==> config.mk <==
export PLATFORM = sky130hd
export DESIGN_NAME = jtag_bitbang_sequencer
export DESIGN_NICKNAME = d
export VERILOG_FILES = /design/src/rtl/jtag_bitbang_sequencer.sv
export SDC_FILE = /design/constraint.sdc
export NUM_CORES = 1
export LEC_CHECK = 0
export ABC_AREA = 0
export CAP_MARGIN = 20
export CORE_MARGIN = 2
export CORE_UTILIZATION = 51
export CTS_BUF_LIST = sky130_fd_sc_hd__clkbuf_16
export DETAILED_ROUTE_END_ITERATION = 7
export PLACE_DENSITY = 0.9
export SLEW_MARGIN = 20
export SYNTH_ARGS = -nofsm -noshare
export SYNTH_HDL_FRONTEND = slang
export SYNTH_SLANG_ARGS = --single-unit
==> constraint.sdc <==
create_clock -name clk -period 4.8 [get_ports clk]
set_input_delay 1.2 -clock clk [delete_from_list [all_inputs] [get_ports clk]]
set_output_delay 1.2 -clock clk [all_outputs]
set_load 0.05 [all_outputs]
==> src/rtl/jtag_bitbang_sequencer.sv <==
// Purpose: word-level JTAG shifts to remote-bitbang ASCII bytes, TDO collected into one response word (JTAG_SEQ_TIMEOUT_EN adds a TDO reply timeout).
// Latency: first byte the cycle after command accept; len_eff==0 responds the cycle after accept.
// Backpressure: bb_data held while !bb_ready, one outstanding read, response held until rsp_ready.
module jtag_bitbang_sequencer #(
    parameter int MAX_LEN = 32,
    parameter int LEN_W   = 6,
    parameter int TIMEOUT = 1023
) (
    input  logic               clk,
    input  logic               rst,
    input  logic               cmd_valid,
    output logic               cmd_ready,
    input  logic [LEN_W-1:0]   cmd_len,
    input  logic [MAX_LEN-1:0] cmd_tms,
    input  logic [MAX_LEN-1:0] cmd_tdi,
    input  logic               cmd_capture,
    output logic               rsp_valid,
    input  logic               rsp_ready,
    output logic [MAX_LEN-1:0] rsp_tdo,
    output logic               rsp_err,
    output logic               bb_valid,
    output logic [7:0]         bb_data,
    input  logic               bb_ready,
    input  logic               bb_rsp_valid,
    input  logic [7:0]         bb_rsp_data,
    output logic               bb_rsp_ready,
    output logic               busy
);
    localparam int IDX_W = (MAX_LEN > 1) ? $clog2(MAX_LEN) : 1;

    localparam logic [2:0] ST_IDLE     = 3'd0;
    localparam logic [2:0] ST_SEND     = 3'd1;
    localparam logic [2:0] ST_WAIT_TDO = 3'd2;
    localparam logic [2:0] ST_PARK     = 3'd3;
    localparam logic [2:0] ST_RESP     = 3'd4;

    logic [2:0]         state;
    logic [LEN_W-1:0]   bit_idx;
    logic [LEN_W-1:0]   len_eff;
    logic [MAX_LEN-1:0] tms_q;
    logic [MAX_LEN-1:0] tdi_q;
    logic [MAX_LEN-1:0] tdo_q;
    logic               cap_q;
    logic               err_q;
    logic [LEN_W-1:0]   cmd_len_eff;
    logic [IDX_W-1:0]   sel;
    logic [1:0]         k;
    logic               last_bit;
    logic               tmo_hit;

    assign cmd_len_eff = (cmd_len > LEN_W'(MAX_LEN)) ? LEN_W'(MAX_LEN) : cmd_len;

    // The park byte reuses the final bit's TMS/TDI so only TCK changes
    assign sel      = (state == ST_PARK) ? IDX_W'(len_eff - LEN_W'(1)) : IDX_W'(bit_idx);
    assign k        = {tms_q[sel], tdi_q[sel]};
    assign last_bit = (bit_idx == len_eff - LEN_W'(1));

    assign cmd_ready    = (state == ST_IDLE);
    assign busy         = (state != ST_IDLE);
    assign bb_valid     = (state == ST_SEND) || (state == ST_PARK);
    assign bb_rsp_ready = (state == ST_IDLE) || (state == ST_WAIT_TDO);
    assign rsp_valid    = (state == ST_RESP);
    assign rsp_tdo      = tdo_q;
    assign rsp_err      = err_q;

    always_comb begin
        bb_data = 8'h00;
        if (state == ST_SEND) begin
            if (cap_q) begin
                case (k)
                    2'd0:    bb_data = "$";
                    2'd1:    bb_data = "%";
                    2'd2:    bb_data = "^";
                    default: bb_data = "&";
                endcase
            end else begin
                case (k)
                    2'd0:    bb_data = ")";
                    2'd1:    bb_data = "!";
                    2'd2:    bb_data = "@";
                    default: bb_data = "#";
                endcase
            end
        end else if (state == ST_PARK) begin
            bb_data = 8'h30 | {6'd0, k};
        end
    end

`ifdef JTAG_SEQ_TIMEOUT_EN
    localparam int TMO_W = (TIMEOUT > 1) ? $clog2(TIMEOUT + 1) : 1;
    logic [TMO_W-1:0] tmo_cnt;

    // Held at zero outside WAIT_TDO, so every entry starts a fresh count
    always_ff @(posedge clk or posedge rst) begin
        if (rst) begin
            tmo_cnt <= '0;
        end else if (state != ST_WAIT_TDO) begin
            tmo_cnt <= '0;
        end else begin
            tmo_cnt <= tmo_cnt + TMO_W'(1);
        end
    end

    assign tmo_hit = (tmo_cnt == TMO_W'(TIMEOUT - 1));
`else
    assign tmo_hit = 1'b0;
`endif

    always_ff @(posedge clk or posedge rst) begin
        if (rst) begin
            state   <= ST_IDLE;
            bit_idx <= '0;
            len_eff <= '0;
            tms_q   <= '0;
            tdi_q   <= '0;
            tdo_q   <= '0;
            cap_q   <= 1'b0;
            err_q   <= 1'b0;
        end else begin
            case (state)
                ST_IDLE: begin
                    if (cmd_valid) begin
                        tms_q   <= cmd_tms;
                        tdi_q   <= cmd_tdi;
                        cap_q   <= cmd_capture;
                        len_eff <= cmd_len_eff;
                        state   <= (cmd_len_eff == '0) ? ST_RESP : ST_SEND;
                    end
                end
                ST_SEND: begin
                    if (bb_ready) begin
                        if (cap_q) begin
                            state <= ST_WAIT_TDO;
                        end else begin
                            bit_idx <= bit_idx + LEN_W'(1);
                            if (last_bit) state <= ST_PARK;
                        end
                    end
                end
                ST_WAIT_TDO: begin
                    if (bb_rsp_valid) begin
                        if (bb_rsp_data == "1") begin
                            tdo_q[sel] <= 1'b1;
                        end else if (bb_rsp_data != "0") begin
                            err_q <= 1'b1;
                        end
                        bit_idx <= bit_idx + LEN_W'(1);
                        state   <= last_bit ? ST_PARK : ST_SEND;
                    end else if (tmo_hit) begin
                        err_q <= 1'b1;
                        state <= ST_PARK;
                    end
                end
                ST_PARK: begin
                    if (bb_ready) state <= ST_RESP;
                end
                ST_RESP: begin
                    if (rsp_ready) begin
                        state   <= ST_IDLE;
                        bit_idx <= '0;
                        tdo_q   <= '0;
                        err_q   <= 1'b0;
                    end
                end
                default: state <= ST_IDLE;
            endcase
        end
    end
endmodule
# After elaboration in Yosys (flattened, before gate mapping)
# Index checks and enable logic that the tools add are counted.
# totals
inputBits,85
ff_bits,113
output_inout_bits,46
# classes
order_cmp,3
n_reduce_logical,14
eq_ne,19
add_sub_neg,2
n_mux,37
bitwise,1
# op_table
operator,n
$mux W32,3
$pmux W32 S2,1
$pmux W7 S3,2
$mux W6,6
$or A32 B32 Y32,1
$mux W3,8
$pmux W6 S3,1
$mux W8,2
$pmux W3 S5,1
$ne A2 B2 Y1 const B,6
$bmux W1 S5,2
$reduce_and A5 Y1,2
$eq A8 B6 Y1 const B,1
$ne A8 B6 Y1 const B,1
$mux W1,7
$add A6 B1 Y6 const B,1
$eq A3 B2 Y1 const B,2
$eq A6 B6 Y1,1
$gt A6 B6 Y1 const B,1
$logic_not A6 Y1,1
$lt A5 B6 Y1 const B,1
$ne A2 B1 Y1 const B,3
$reduce_and A6 Y1,1
$reduce_bool A3 Y1,2
other kinds (18),19

# Logic depth before layout (Yosys ltp)
# logic_depth
word_depth,10
depth_mapped,13

# Least setup slack after synthesis
# No wires, ideal clock.
# synth_timing
kind,reg2out
startpoint,reg len_eff[0]
endpoint,out bb_data[1]
path_buffers,3
t_required_ps,3600
arrival_time_ps,3522
slack_ps,78
stages_incl_launch_ff,13
path_cell_list,dfrtp_1 > buf_2 > inv_1 > ha_1 > clkbuf_2 > nand4b_1 > a21boi_1 > buf_2 > a21oi_1 > a22o_1 > a22oi_2 > nand4b_4 > nor3_1
# synth_via
elab_chain_len,8
word_cells_on_any_way,14
# synth_rtl
element,line,text
start: declaration,39,logic [LEN_W-1:0] len_eff;
start signal: assignment,126,len_eff <= cmd_len_eff;
$sub A6 B1 Y6 (*),--,
$mux W5 (*),54,assign sel = (state == ST_PARK) ? IDX_W'(len_eff - LEN_W'(1)) : IDX_W'(bit_idx);
$bmux W1 S5,55,"assign k = {tms_q[sel], tdi_q[sel]};"
$mux W1 (implied by the code),55,
"$eq A2 B2 Y1, or another cell as far along","70, 77",
$pmux W7 S3 (on tied branches),"77, 70",
$mux W8,69,if (cap_q) begin
$mux W8 (*),68,if (state == ST_SEND) begin
end: declaration,22,"output logic [7:0] bb_data,"
# Every way passes the cells marked *; elsewhere a longest branch is shown, timed or not. The select of a mux whose other input is x is not followed.

# Worst setup path in the final report
# layout_timing
startpoint,reg len_eff[0]
endpoint,out bb_data[6]
# layout_via
elab_chain_len,8
word_cells_on_any_way,13
# layout_rtl
element,line
$sub A6 B1 Y6 (*),--
$mux W5 (*),54
$bmux W1 S5,55
$mux W1 (implied by the code),55
"$eq A2 B2 Y1, or another cell as far along","70, 77"
$pmux W7 S3 (on tied branches),"77, 70"
$mux W8 (*),69
$mux W8 (*),68
# Marked as above.

==> impl_metrics.env <==
export IMPL_via_count=5414
export IMPL_hold_viol_final=0
export IMPL_dp_hpwl_um=11200
export IMPL_drt_iter0_markers=524
export IMPL_min_period_ps=4593
export IMPL_arrival_ps=3390
export IMPL_crit_chain="buf_4 -> and4bb_2 -> a21oi_2 -> a21oi_1 -> a22o_1 -> a221o_1 -> nand4b_4 -> or2_1 -> nor3_2 -> buf_12"
export IMPL_dp_cells=928
export IMPL_power_density_nw_per_um2=761.2
export IMPL_ys_seq_area_share_pct=47.00
export IMPL_avgSynthCellArea_um2=8.744
export IMPL_path_clk_slew_ps=50
export IMPL_p_leak_uw=0.003765
export IMPL_synth_edf_count=0
export IMPL_status="finished, final reports clean"
export IMPL_hp_class="flop to flop"
export IMPL_peakVddDrop_uv=1174
export IMPL_syn_inst=688
export IMPL_worstMarginPinSlew_ps=807.7
export IMPL_max_freq_mhz=217.7
export IMPL_slew_headroom_pct=46.15
export IMPL_min_path_cells=2
export IMPL_slew_viol_final=0
export IMPL_worst_r2r_startpoint="len_eff[0]$_DFFE_PP0P_"
export IMPL_setup_viol=0
export IMPL_startpoint="len_eff[0]$_DFFE_PP0P_"
export IMPL_synth_top_flop_cell="dfrtp_1"
export IMPL_io_buffers=129
export IMPL_grt_pass1_vias=5135
export IMPL_critPathMaxStageDelay_ps=440
export IMPL_drc=0
export IMPL_ys_ff_latch=113
export IMPL_worstSkewPairLatency_ps=420
export IMPL_design_area_um2=8016
export IMPL_tns_ps=0
export IMPL_crit_fanout=22
export IMPL_layout_drive_gt1_share_pct=10.89
export IMPL_hold_buffers=0
export IMPL_area_delta_synth_final_pct=33.26
export IMPL_num_io_pins=131
export IMPL_synthArstFlopShare_pct=100.0
export IMPL_fin_util_pct=69.91
export IMPL_path_delay_family="compound AO/OA/AOI/OAI gates"
export IMPL_cts_path_max_buffers=2
export IMPL_required_ps=3600
export IMPL_numCtsBuffers=17
export IMPL_ant_nets=0
export IMPL_die_y_um=112.6
export IMPL_grt_max_degree=69
export IMPL_ys_types=63
export IMPL_critPathCaptureType="output pin"
export IMPL_cp_start_kind="flop"
export IMPL_final_cells=960
export IMPL_cp_endpoint="bb_data[6]"
export IMPL_die_w_um=112.6
export IMPL_gr_usage_all_layers_pct=26.68
export IMPL_start_util_pct=52.46
export IMPL_dieArea_um2=12680
export IMPL_worst_clock_skew_ps=9.806
export IMPL_r2r_end="rsp_tdo[10]$_DFFE_PP0P_"
export IMPL_place_gp_congestion=0.9192
export IMPL_clock_root_buffer="clkbuf_16"
export IMPL_drt_total_wl_um=16200
export IMPL_post_route_period_util_pct=95.68
export IMPL_num_rows=39
export IMPL_vias_per_cell=5.640
export IMPL_ys_warn_count=0
export IMPL_cts_sinks=113
export IMPL_maxCapViolations=0
export IMPL_postPlaceCellArea_um2=7426
export IMPL_dr_pass1_iters=5
export IMPL_r2r_cells=9
export IMPL_synth_area_um2=6016
export IMPL_antenna_found_initial=0
export IMPL_wl_per_cell_um=16.87
export IMPL_crit_path_top_delay_cell="a21oi_2"
export IMPL_htree_levels=4
export IMPL_final_nets=891
export IMPL_power_total_uw=6102
export IMPL_cts_tree="done"
export IMPL_rsz0062_at_grt="no"
export IMPL_core_area_um2=11470
export IMPL_reg2reg_setup_slack_ps=2240
export IMPL_grt_remaining_overflow=0
export IMPL_path_class="flop to output pin"
export IMPL_grt_pass1_wl_um=26430
export IMPL_synth_nets=775
export IMPL_cp_num_cells=10
export IMPL_diodes=0
export IMPL_critPathBufInv=2
==> through the flow <==
stage,hold slack (ps),setup WS [ps]
finish,485.9,207.3
global route,512.4,8.251
CTS,486.7,47.32
detailed placement,465.2,512.5
global placement,461.7,545.9
floorplan,445.5,77.73
==> sequential cells by signal, indices dropped and copies added, names as in the netlist <==
signal	cells
state	3
tms_q	32
rsp_tdo	32
len_eff	6
bit_idx	6
rsp_err	1
tdi_q	32
cap_q	1
==> cell families (layout without fill, tap and decap cells) <==
logic type | Yosys count | count (layout) | synth area share, %
XOR/XNOR | 17 | 17 | 2.850
flip-flops | 113 | 113 | 47.00
AO/OA/AOI/OAI | 113 | 113 | 12.63
buffers and inverters | 53 | 182 | 4.139
other | 1 | 1 | 0.06234
multiplexers | 24 | 24 | 6.073
adder cells (fa/ha/maj) | 2 | 2 | 0.4159
AND/OR/NAND/NOR | 365 | 365 | 26.83
==> cell usage in the layout (no fill, tap or decap), types with 4 or more instances in the layout <==
cell / netlist / routed
nor2b_1: 7 / 6
buf_12: 0 / 6
mux4_2: 10 / 10
xor2_1: 7 / 7
o21ai_0: 6 / 6
a22o_1: 4 / 4
nand3b_1: 7 / 7
nand3_1: 5 / 5
xnor2_1: 7 / 7
dfrtp_1: 113 / 111
nor3b_1: 4 / 4
inv_1: 10 / 12
clkdlybuf4s50_1: 0 / 123
nor4b_1: 5 / 5
buf_4: 3 / 11
a21oi_1: 56 / 56
nor2_1: 59 / 58
a211oi_1: 12 / 12
nor4_1: 5 / 5
mux2i_1: 14 / 14
nor3_1: 8 / 8
a21o_1: 5 / 5
clkinvlp_4: 0 / 4
nand2_1: 240 / 239
clkbuf_16: 0 / 17
a22oi_1: 4 / 4
and2_1: 5 / 4
nand4_1: 4 / 4
==> worst reg2reg max path, stage by stage, from the launching register on <==
cell and delay (ps):
dfrtp_1 370, inv_1 160, ha_2 380, nand4b_1 170, a21boi_2 300, buf_4 210, nand2_1 80, nor2_1 540
a21oi_1 160, nor2_1 130
==> per-layer routing <==
layer	wire, um	part of all wire [%]	vias to the layer above	GRT usage (%)
li1	-	-	2560	-
met1	6918	43	2592	36.22
met2	7650	47	229	41.88
met3	1217	7.5	33	6.156
met4	408	2.5	0	10.49
met5	0	0	-	0
==> worst min path at each step <==
stage / start / end
3_3_place_gp: tdi_q[31]$_DFFE_PP0P_ / tdi_q[31]$_DFFE_PP0P_
4_1_cts: tdi_q[29]$_DFFE_PP0P_ / tdi_q[29]$_DFFE_PP0P_
5_1_grt: rsp_tdo[21]$_DFFE_PP0P_ / rsp_tdo[21]$_DFFE_PP0P_
6_report: tdi_q[29]$_DFFE_PP0P_ / tdi_q[29]$_DFFE_PP0P_
2_1_floorplan: tdi_q[17]$_DFFE_PP0P_ / tdi_q[17]$_DFFE_PP0P_
3_5_place_dp: tdi_q[27]$_DFFE_PP0P_ / tdi_q[27]$_DFFE_PP0P_
==> power breakdown <==
group | total [uW] | switching (uW) | internal [uW]
clock | 1210 | 450 | 758
combinational | 3190 | 1880 | 1310
sequential | 1710 | 401 | 1310
total | 6100 | 2730 | 3370
==> synth_stat cells, drive strengths merged (4+ instances only) <==
| library cell | number | area share, % |
|---|---|---|
| and2 | 5 | 0.52 |
| nor3 | 10 | 1.0 |
| a22oi | 5 | 0.71 |
| mux4 | 10 | 3.7 |
| nor4b | 5 | 0.73 |
| buf | 26 | 2.4 |
| inv | 10 | 0.62 |
| xnor2 | 10 | 1.8 |
| clkbuf | 17 | 1.1 |
| dfrtp | 113 | 47 |
| nand3 | 6 | 0.58 |
| nor2b | 7 | 0.73 |
| a22o | 4 | 0.58 |
| nor3b | 5 | 0.71 |
| nor2 | 59 | 3.7 |
| xor2 | 7 | 1.0 |
| mux2i | 14 | 2.3 |
| nand4 | 4 | 0.42 |
| nand3b | 8 | 1.2 |
| a21oi | 57 | 4.8 |
| o21ai | 7 | 0.64 |
| a21o | 5 | 0.62 |
| nor4 | 6 | 0.73 |
| a211oi | 12 | 1.5 |
| nand2 | 240 | 15 |
==> area by class of cell <==
class / count / area (um^2)
multi-input cells: 522 / 2962
fillers: 805 / 3451
clock buffers: 17 / 425.4
flip-flops and latches: 113 / 2830
well taps: 143 / 178.9
clock inverters: 15 / 146.4
inverters: 10 / 40.04
repair buffers: 140 / 1434
==> repair_timing <==
| item | CTS | global route |
|---|---|---|
| endpoints found under the hold margin | 0 | 0 |
| endpoints found under the setup margin | 0 | 6 |
| resized for setup | 0 | 7 |
| buffers inserted | 0 | 0 |
Power figures use the tool's default switching activity.
